==> config.mk <==
export PLATFORM = sky130hd
export DESIGN_NAME = imm_decode_stage
export DESIGN_NICKNAME = d
export VERILOG_FILES = /design/src/rtl/imm_pkg.sv /design/src/rtl/imm_decode_comb.sv /design/src/rtl/imm_decode_stage.sv
export SDC_FILE = /design/constraint.sdc
export NUM_CORES = 1
export LEC_CHECK = 0
export CAP_MARGIN = 15
export CELL_PAD_IN_SITES_DETAIL_PLACEMENT = 1
export CELL_PAD_IN_SITES_GLOBAL_PLACEMENT = 2
export CORE_AREA = 2 2 261 160
export DETAILED_ROUTE_END_ITERATION = 10
export DIE_AREA = 0 0 263 162
export PLACE_DENSITY = 0.83
export SKIP_LAST_GASP = 1
export SLEW_MARGIN = 20
export SYNTH_ARGS = -nofsm -noshare
export SYNTH_HDL_FRONTEND = slang
export SYNTH_SLANG_ARGS = --single-unit
==> constraint.sdc <==
create_clock -name clk -period 10.5 [get_ports clk]
set_input_delay 1.575 -clock clk [delete_from_list [all_inputs] [get_ports clk]]
set_output_delay 1.575 -clock clk [all_outputs]
set_load 0.03 [all_outputs]
==> src/rtl/imm_pkg.sv <==
// Shared definitions for the immediate-decode stage: opcode values, the
// immediate format code and the XLEN-independent part of the stage payload.
package imm_pkg;

    // Major opcodes (instr[6:0]) recognised by the decoder
    localparam logic [6:0] OP_LOAD   = 7'b0000011;
    localparam logic [6:0] OP_IMM    = 7'b0010011;
    localparam logic [6:0] OP_IMM32  = 7'b0011011;
    localparam logic [6:0] OP_JALR   = 7'b1100111;
    localparam logic [6:0] OP_FENCE  = 7'b0001111;
    localparam logic [6:0] OP_STORE  = 7'b0100011;
    localparam logic [6:0] OP_BRANCH = 7'b1100011;
    localparam logic [6:0] OP_LUI    = 7'b0110111;
    localparam logic [6:0] OP_AUIPC  = 7'b0010111;
    localparam logic [6:0] OP_JAL    = 7'b1101111;
    localparam logic [6:0] OP_SYSTEM = 7'b1110011;
    localparam logic [6:0] OP_REG    = 7'b0110011;
    localparam logic [6:0] OP_REG32  = 7'b0111011;

    // Immediate format code as seen on out_fmt
    typedef enum logic [2:0] {
        FMT_NONE = 3'd0,
        FMT_I    = 3'd1,
        FMT_S    = 3'd2,
        FMT_B    = 3'd3,
        FMT_U    = 3'd4,
        FMT_J    = 3'd5,
        FMT_Z    = 3'd6
    } fmt_e;

    // Fixed-width part of a stage entry; the XLEN-wide fields (pc, imm,
    // target) live beside it in the stage because a package struct cannot
    // follow the XLEN parameter.
    typedef struct packed {
        logic [31:0] instr;
        fmt_e        fmt;
        logic        illegal;
    } payload_t;

endpackage

==> src/rtl/imm_decode_comb.sv <==
// Purely combinational immediate decoder. Classifies the opcode into a
// format, flags unsupported encodings, builds the XLEN-wide immediate and
// says whether the control-flow target is pc-relative.
module imm_decode_comb
    import imm_pkg::*;
#(
    parameter int XLEN = 32
) (
    input  logic [31:0]     instr_i,
    output logic [XLEN-1:0] imm_o,
    output fmt_e            fmt_o,
    output logic            illegal_o,
    output logic            pc_rel_o
);

    logic is_rv64;

    assign is_rv64 = (XLEN == 64);

    // Opcode classification: format, legality and pc-relative target select
    always_comb begin
        fmt_o     = FMT_NONE;
        illegal_o = 1'b0;
        pc_rel_o  = 1'b0;
        if (instr_i[1:0] != 2'b11) begin
            illegal_o = 1'b1;
        end else begin
            case (instr_i[6:0])
                OP_LOAD, OP_IMM, OP_JALR, OP_FENCE: begin
                    fmt_o = FMT_I;
                end
                OP_IMM32: begin
                    if (is_rv64) begin
                        fmt_o = FMT_I;
                    end else begin
                        illegal_o = 1'b1;
                    end
                end
                OP_STORE: begin
                    fmt_o = FMT_S;
                end
                OP_BRANCH: begin
                    fmt_o    = FMT_B;
                    pc_rel_o = 1'b1;
                end
                OP_LUI: begin
                    fmt_o = FMT_U;
                end
                OP_AUIPC: begin
                    fmt_o    = FMT_U;
                    pc_rel_o = 1'b1;
                end
                OP_JAL: begin
                    fmt_o    = FMT_J;
                    pc_rel_o = 1'b1;
                end
                OP_SYSTEM: begin
                    fmt_o = instr_i[14] ? FMT_Z : FMT_I;
                end
                OP_REG: begin
                    fmt_o = FMT_NONE;
                end
                OP_REG32: begin
                    if (!is_rv64) begin
                        illegal_o = 1'b1;
                    end
                end
                default: begin
                    illegal_o = 1'b1;
                end
            endcase
        end
    end

    // Immediate assembly; signed casts sign-extend each field to XLEN,
    // the CSR immediate is the only zero-extended one
    always_comb begin
        imm_o = '0;
        case (fmt_o)
            FMT_I: imm_o = XLEN'($signed(instr_i[31:20]));
            FMT_S: imm_o = XLEN'($signed({instr_i[31:25], instr_i[11:7]}));
            FMT_B: imm_o = XLEN'($signed({instr_i[31], instr_i[7], instr_i[30:25],
                                          instr_i[11:8], 1'b0}));
            FMT_U: imm_o = XLEN'($signed({instr_i[31:12], 12'b0}));
            FMT_J: imm_o = XLEN'($signed({instr_i[31], instr_i[19:12], instr_i[20],
                                          instr_i[30:21], 1'b0}));
            FMT_Z: imm_o = XLEN'(instr_i[19:15]);
            default: imm_o = '0;
        endcase
    end

endmodule

==> src/rtl/imm_decode_stage.sv <==
// Registered immediate-decode pipeline stage. Instructions are decoded on
// the input side, so the output register and the optional skid entry both
// hold fully decoded payloads. With SKID_EN the upstream ready is taken
// from a register; without it the stage is a single register whose ready
// looks through to out_ready.
module imm_decode_stage
    import imm_pkg::*;
#(
    parameter int XLEN    = 32,
    parameter bit SKID_EN = 1'b1,
    parameter int CNT_W   = 16
) (
    input  logic             clk,
    input  logic             rst,
    input  logic             flush,
    input  logic             in_valid,
    output logic             in_ready,
    input  logic [31:0]      in_instr,
    input  logic [XLEN-1:0]  in_pc,
    output logic             out_valid,
    input  logic             out_ready,
    output logic [31:0]      out_instr,
    output logic [XLEN-1:0]  out_pc,
    output logic [XLEN-1:0]  out_imm,
    output logic [2:0]       out_fmt,
    output logic             out_illegal,
    output logic [XLEN-1:0]  out_target,
    output logic [CNT_W-1:0] illegal_cnt
);

    // Decoded view of the incoming instruction
    logic [XLEN-1:0] dec_imm;
    logic [XLEN-1:0] dec_target;
    fmt_e            dec_fmt;
    logic            dec_illegal;
    logic            dec_pc_rel;
    payload_t        dec_pl;

    // Output register
    logic            out_valid_q, out_valid_d;
    payload_t        out_pl_q;
    logic [XLEN-1:0] out_pc_q;
    logic [XLEN-1:0] out_imm_q;
    logic [XLEN-1:0] out_tgt_q;

    // Skid entry, always younger than the output register entry
    logic            skid_valid_q, skid_valid_d;
    payload_t        skid_pl_q;
    logic [XLEN-1:0] skid_pc_q;
    logic [XLEN-1:0] skid_imm_q;
    logic [XLEN-1:0] skid_tgt_q;

    // Illegal-instruction counter
    logic [CNT_W-1:0] cnt_q, cnt_d;

    // Handshake and load controls
    logic accept;
    logic xfer;
    logic load_out_new;
    logic load_out_skid;
    logic load_skid;

    imm_decode_comb #(
        .XLEN (XLEN)
    ) u_decode (
        .instr_i   (in_instr),
        .imm_o     (dec_imm),
        .fmt_o     (dec_fmt),
        .illegal_o (dec_illegal),
        .pc_rel_o  (dec_pc_rel)
    );

    assign dec_target     = in_pc + (dec_pc_rel ? dec_imm : XLEN'(4));
    assign dec_pl.instr   = in_instr;
    assign dec_pl.fmt     = dec_fmt;
    assign dec_pl.illegal = dec_illegal;

    // Ready is held low while reset is applied so nothing is taken in
    // before the stage is out of reset
    assign in_ready = !rst && (SKID_EN ? !skid_valid_q : (!out_valid_q || out_ready));
    assign accept   = in_valid && in_ready;
    assign xfer     = out_valid_q && out_ready;

    // Occupancy control: decide what each register loads this cycle
    always_comb begin
        out_valid_d   = out_valid_q;
        skid_valid_d  = skid_valid_q;
        load_out_new  = 1'b0;
        load_out_skid = 1'b0;
        load_skid     = 1'b0;
        if (flush) begin
            out_valid_d  = 1'b0;
            skid_valid_d = 1'b0;
        end else if (skid_valid_q) begin
            if (xfer) begin
                load_out_skid = 1'b1;
                skid_valid_d  = accept;
                load_skid     = accept;
            end
        end else if (out_valid_q && !xfer) begin
            if (accept && SKID_EN) begin
                skid_valid_d = 1'b1;
                load_skid    = 1'b1;
            end
        end else begin
            out_valid_d  = accept;
            load_out_new = accept;
        end
    end

    // Counter next state: count delivered illegal entries, stick at all-ones
    always_comb begin
        cnt_d = cnt_q;
        if (xfer && out_pl_q.illegal && (cnt_q != {CNT_W{1'b1}})) begin
            cnt_d = cnt_q + CNT_W'(1);
        end
    end

    // Valid flags
    always_ff @(posedge clk or posedge rst) begin
        if (rst) begin
            out_valid_q  <= 1'b0;
            skid_valid_q <= 1'b0;
        end else begin
            out_valid_q  <= out_valid_d;
            skid_valid_q <= skid_valid_d;
        end
    end

    // Output payload; only changes on a load so data holds during a stall
    always_ff @(posedge clk or posedge rst) begin
        if (rst) begin
            out_pl_q  <= '0;
            out_pc_q  <= '0;
            out_imm_q <= '0;
            out_tgt_q <= '0;
        end else if (load_out_skid) begin
            out_pl_q  <= skid_pl_q;
            out_pc_q  <= skid_pc_q;
            out_imm_q <= skid_imm_q;
            out_tgt_q <= skid_tgt_q;
        end else if (load_out_new) begin
            out_pl_q  <= dec_pl;
            out_pc_q  <= in_pc;
            out_imm_q <= dec_imm;
            out_tgt_q <= dec_target;
        end
    end

    // Skid payload
    always_ff @(posedge clk or posedge rst) begin
        if (rst) begin
            skid_pl_q  <= '0;
            skid_pc_q  <= '0;
            skid_imm_q <= '0;
            skid_tgt_q <= '0;
        end else if (load_skid) begin
            skid_pl_q  <= dec_pl;
            skid_pc_q  <= in_pc;
            skid_imm_q <= dec_imm;
            skid_tgt_q <= dec_target;
        end
    end

    // Illegal counter register; flush deliberately leaves it alone
    always_ff @(posedge clk or posedge rst) begin
        if (rst) begin
            cnt_q <= '0;
        end else begin
            cnt_q <= cnt_d;
        end
    end

    assign out_valid   = out_valid_q;
    assign out_instr   = out_pl_q.instr;
    assign out_pc      = out_pc_q;
    assign out_imm     = out_imm_q;
    assign out_fmt     = out_pl_q.fmt;
    assign out_illegal = out_pl_q.illegal;
    assign out_target  = out_tgt_q;
    assign illegal_cnt = cnt_q;

endmodule

==> impl_metrics.json <==
{
  "htreeDepth": 1,
  "cts.sink_count": 282,
  "port_buffers": 218,
  "critPathLaunch": "in_instr[3]",
  "yosys-top-cells-area": "dfrtp_1, nand2_1, a22oi_1",
  "p_leak_nw": 7.90,
  "worstPathMaxFanout": 24,
  "worstPathArrival_ps": 6260,
  "post_cts_buffers": 0,
  "critPathLaunchType": "input port",
  "synth_compound_gate_area_share_pct": 19.0,
  "ys_seq_elements": 282,
  "synthArstFlopShare_pct": 100,
  "grt_pass1_vias": 11500,
  "synth_area_mm2": 0.0131,
  "reg2regPathDepth": 8,
  "final_common_cell": "nand2_1",
  "synth_edf_count": 0,
  "yosys_warnings": 0,
  "rows": 57,
  "status": "completed",
  "grt_pass1_wl_um": 71300,
  "drive_gt1_share_pct": 6.02,
  "ctsHoldBuffers": 0,
  "synthDistinctLibCells": 62,
  "synth_nets": 1509,
  "fin_skew_ps": 14.6,
  "layout.filler_cells": 4543,
  "hpwl_um": 31800,
  "cts_resized": 0,
  "period_share_pct": 55.8,
  "power_frac_clock_pct": 37.6,
  "ys_seq_area_share_pct": 53.9,
  "initial_utilization_pct": 32.7,
  "critPathCapture": "skid_tgt_q[16]$_DFFE_PP0P_",
  "synth_top_cell_by_area": "dfrtp_1",
  "numCtsBuffers": 30,
  "max_freq_ghz": 0.171,
  "ant_nets": 0,
  "design.core.area_mm2": 0.0401,
  "dieArea_mm2": 0.0426,
  "internal_power_mw": 2.17,
  "synth-xor-area-share_pct": 2.68,
  "pwr-share-comb_pct": 19.9,
  "avgViaCountPerCell": 5.22,
  "synth-simple-area-share_pct": 18.0,
  "antenna_found_initial": 1,
  "tightestPinTransition_ps": 1070,
  "tritoncts": "yes",
  "finalWirelength_um": 46100,
  "switching_share_pct": 30.4,
  "vias": 11200,
  "cap_violations": 0,
  "synth_top_family_by_area": "compound AO/OA/AOI/OAI gates",
  "rr_endpoint": "out_target[29]$_DFFE_PP0P_",
  "die_h_um": 162,
  "muxShareOfSynthArea_pct": 0.344,
  "finalHoldViolations": 0,
  "avgRoutedWirePerCell_um": 21.5,
  "criticalPathCategory": "in2reg",
  "clockBufferDepth": 3,
  "drt_pass1_iterations": 6,
  "cp-end-kind": "flip-flop",
  "cts_root_buffer": "clkbuf_16",
  "ys.flop_type": "dfrtp_1",
  "p_per_area_mw_per_mm2": 185,
  "holdCritPathClass": "reg2reg",
  "grt_usage_pct": 21.5,
  "clk_pin_slew_ps": 70,
  "synth.avg_cell_area_um2": 9.31,
  "holdWs_ps": 473,
  "slew_violations": 0,
  "vdd_drop_max_mv": 0.114,
  "drt-initial-drc-count": 777,
  "fp.dieW_um": 263,
  "ioPinCount": 219,
  "period_minus_slack_ps": 5860,
  "setup_tns_ps": 0,
  "synth_fa_ha_area_share_pct": 3.21,
  "crit_required_ps": 10900,
  "grt_max_degree": 145,
  "finalSetupViolCount": 0,
  "gp_congestion": 0.865,
  "rrSetupSlack_ps": 7250,
  "synthToLayoutAreaGrowth_pct": 28.8,
  "power_frac_seq_pct": 42.5,
  "drc": 0,
  "grt.overflow.total": 0,
  "relSlewSlack_pct": 28.5,
  "netlist.area_leader.share_pct": 53.9,
  "r2r_start": "skid_valid_q$_DFF_PP0_",
  "fin_nets": 1691,
  "synthCells": 1407,
  "final_cell_mix": "nand2_1, dfrtp_1, clkdlybuf4s50_1, a22oi_1, o21ai_0",
  "rsz0062_at_grt": "false",
  "clock_latency_ps": 580,
  "net-switching-power_uw": 947
}
==> cell usage after synthesis (4+ instances only) <==
cell      count
a222oi_1     11
xor2_1       13
nor2_1       46
buf_1         7
dfrtp_1     282
o21ai_0     105
nand2b_1      6
mux2_2        4
o31ai_1       6
a31oi_1       5
nor3_1        8
ha_1         32
nand3_1      12
inv_1        16
nand4_1       9
xnor2_1      27
o21a_1       16
and3_1        9
a22oi_1     118
nand2_1     459
and2_1       10
a21oi_2      10
a21o_1       20
clkbuf_1     70
nor2b_1       4
a21oi_1      44
==> sequential cells by signal, summed over array words and instances, names as in the netlist <==
| name | cells |
|---|---|
| out_valid | 1 |
| skid_tgt_q | 32 |
| out_illegal | 1 |
| out_fmt | 3 |
| skid_valid_q | 1 |
| out_imm | 32 |
| illegal_cnt | 16 |
| skid_imm_q | 32 |
| skid_pc_q | 32 |
| out_pc | 32 |
| out_target | 32 |
| out_instr | 32 |
| skid_pl_q | 36 |
==> layout make-up <==
| type | instances | area, um^2 | area share, % |
|---|---|---|---|
| repair buffers | 231 | 2290 | 13.6 |
| inverters | 17 | 76.3 | 0.452 |
| well taps | 531 | 664 | 3.94 |
| clock buffers | 39 | 856 | 5.07 |
| flip-flops and latches | 282 | 7060 | 41.8 |
| multi-input cells | 1027 | 5710 | 33.8 |
| diodes | 1 | 2.50 | 0.0148 |
| clock inverters | 15 | 218 | 1.29 |
==> power by group through the flow <==
stage | logic (mW) | registers (mW) | clock network, mW
6_report | 0.621 | 1.32 | 1.17
5_1_grt | 0.671 | 1.34 | 1.25
4_1_cts | 0.630 | 1.32 | 1.20
3_5_place_dp | 0.626 | 1.34 | 0
3_3_place_gp | 0.612 | 1.34 | 0
2_1_floorplan | 0.184 | 1.48 | 0
==> metal layers <==
metal | vias to the layer above | track usage (%) | routed length [um]
met5 | - | 0 | 0
met4 | 0 | 4.26 | 754
met3 | 42 | 3.82 | 2210
met2 | 230 | 33.2 | 20600
met1 | 5685 | 31.7 | 22500
li1 | 5232 | - | -
==> how the worst min path moves through the flow <==
stage          cells past startpoint                        from                          to  slack (ps)
6_report                           2   out_instr[10]$_DFFE_PP0P_   out_instr[10]$_DFFE_PP0P_         470
5_1_grt                            2   out_instr[13]$_DFFE_PP0P_   out_instr[13]$_DFFE_PP0P_         480
4_1_cts                            2   out_instr[10]$_DFFE_PP0P_   out_instr[10]$_DFFE_PP0P_         480
3_5_place_dp                       2   out_instr[10]$_DFFE_PP0P_   out_instr[10]$_DFFE_PP0P_         460
3_3_place_gp                       2    skid_pc_q[0]$_DFFE_PP0P_    skid_pc_q[0]$_DFFE_PP0P_         460
2_1_floorplan                      2  skid_tgt_q[21]$_DFFE_PP0P_  skid_tgt_q[21]$_DFFE_PP0P_         450
==> stage by stage <==
stage                     total power, mW  cells  util, %  cell area, um^2  worst slack (ps)
after floorplan                      1.66   1407        -            13100              1150
after global placement               1.95   2087     39.3            15800              4270
after detailed placement             1.97   2087     39.3            15800              4120
after CTS                            3.15   2141     42.0            16800              4710
after global routing                 3.26   2142     42.1            16900              4370
final                                3.12   2143     42.1            16900              4640
==> cell families (layout without fill, tap and decap cells) <==
logic type / count (synthesis) / in the layout
XOR/XNOR: 40 / 40
multiplexers: 4 / 4
adder cells (fa/ha/maj): 33 / 33
AO/OA/AOI/OAI: 369 / 369
AND/OR/NAND/NOR: 580 / 580
other: 1 / 2
flip-flops: 282 / 282
buffers and inverters: 98 / 302
==> critical path, cell delays in order <==
cell,delay (ps)
clkdlybuf4s50_1,600
or3_1,510
nor2_1,680
a21oi_2,120
buf_4,250
nand2b_1,180
ha_1,360
nor2b_1,170
o31a_1,290
o21a_1,270
o21a_1,270
o31ai_1,300
a21oi_1,140
xnor2_1,360
o21ai_0,170
No activity file was read; power rests on OpenSTA's default activity.
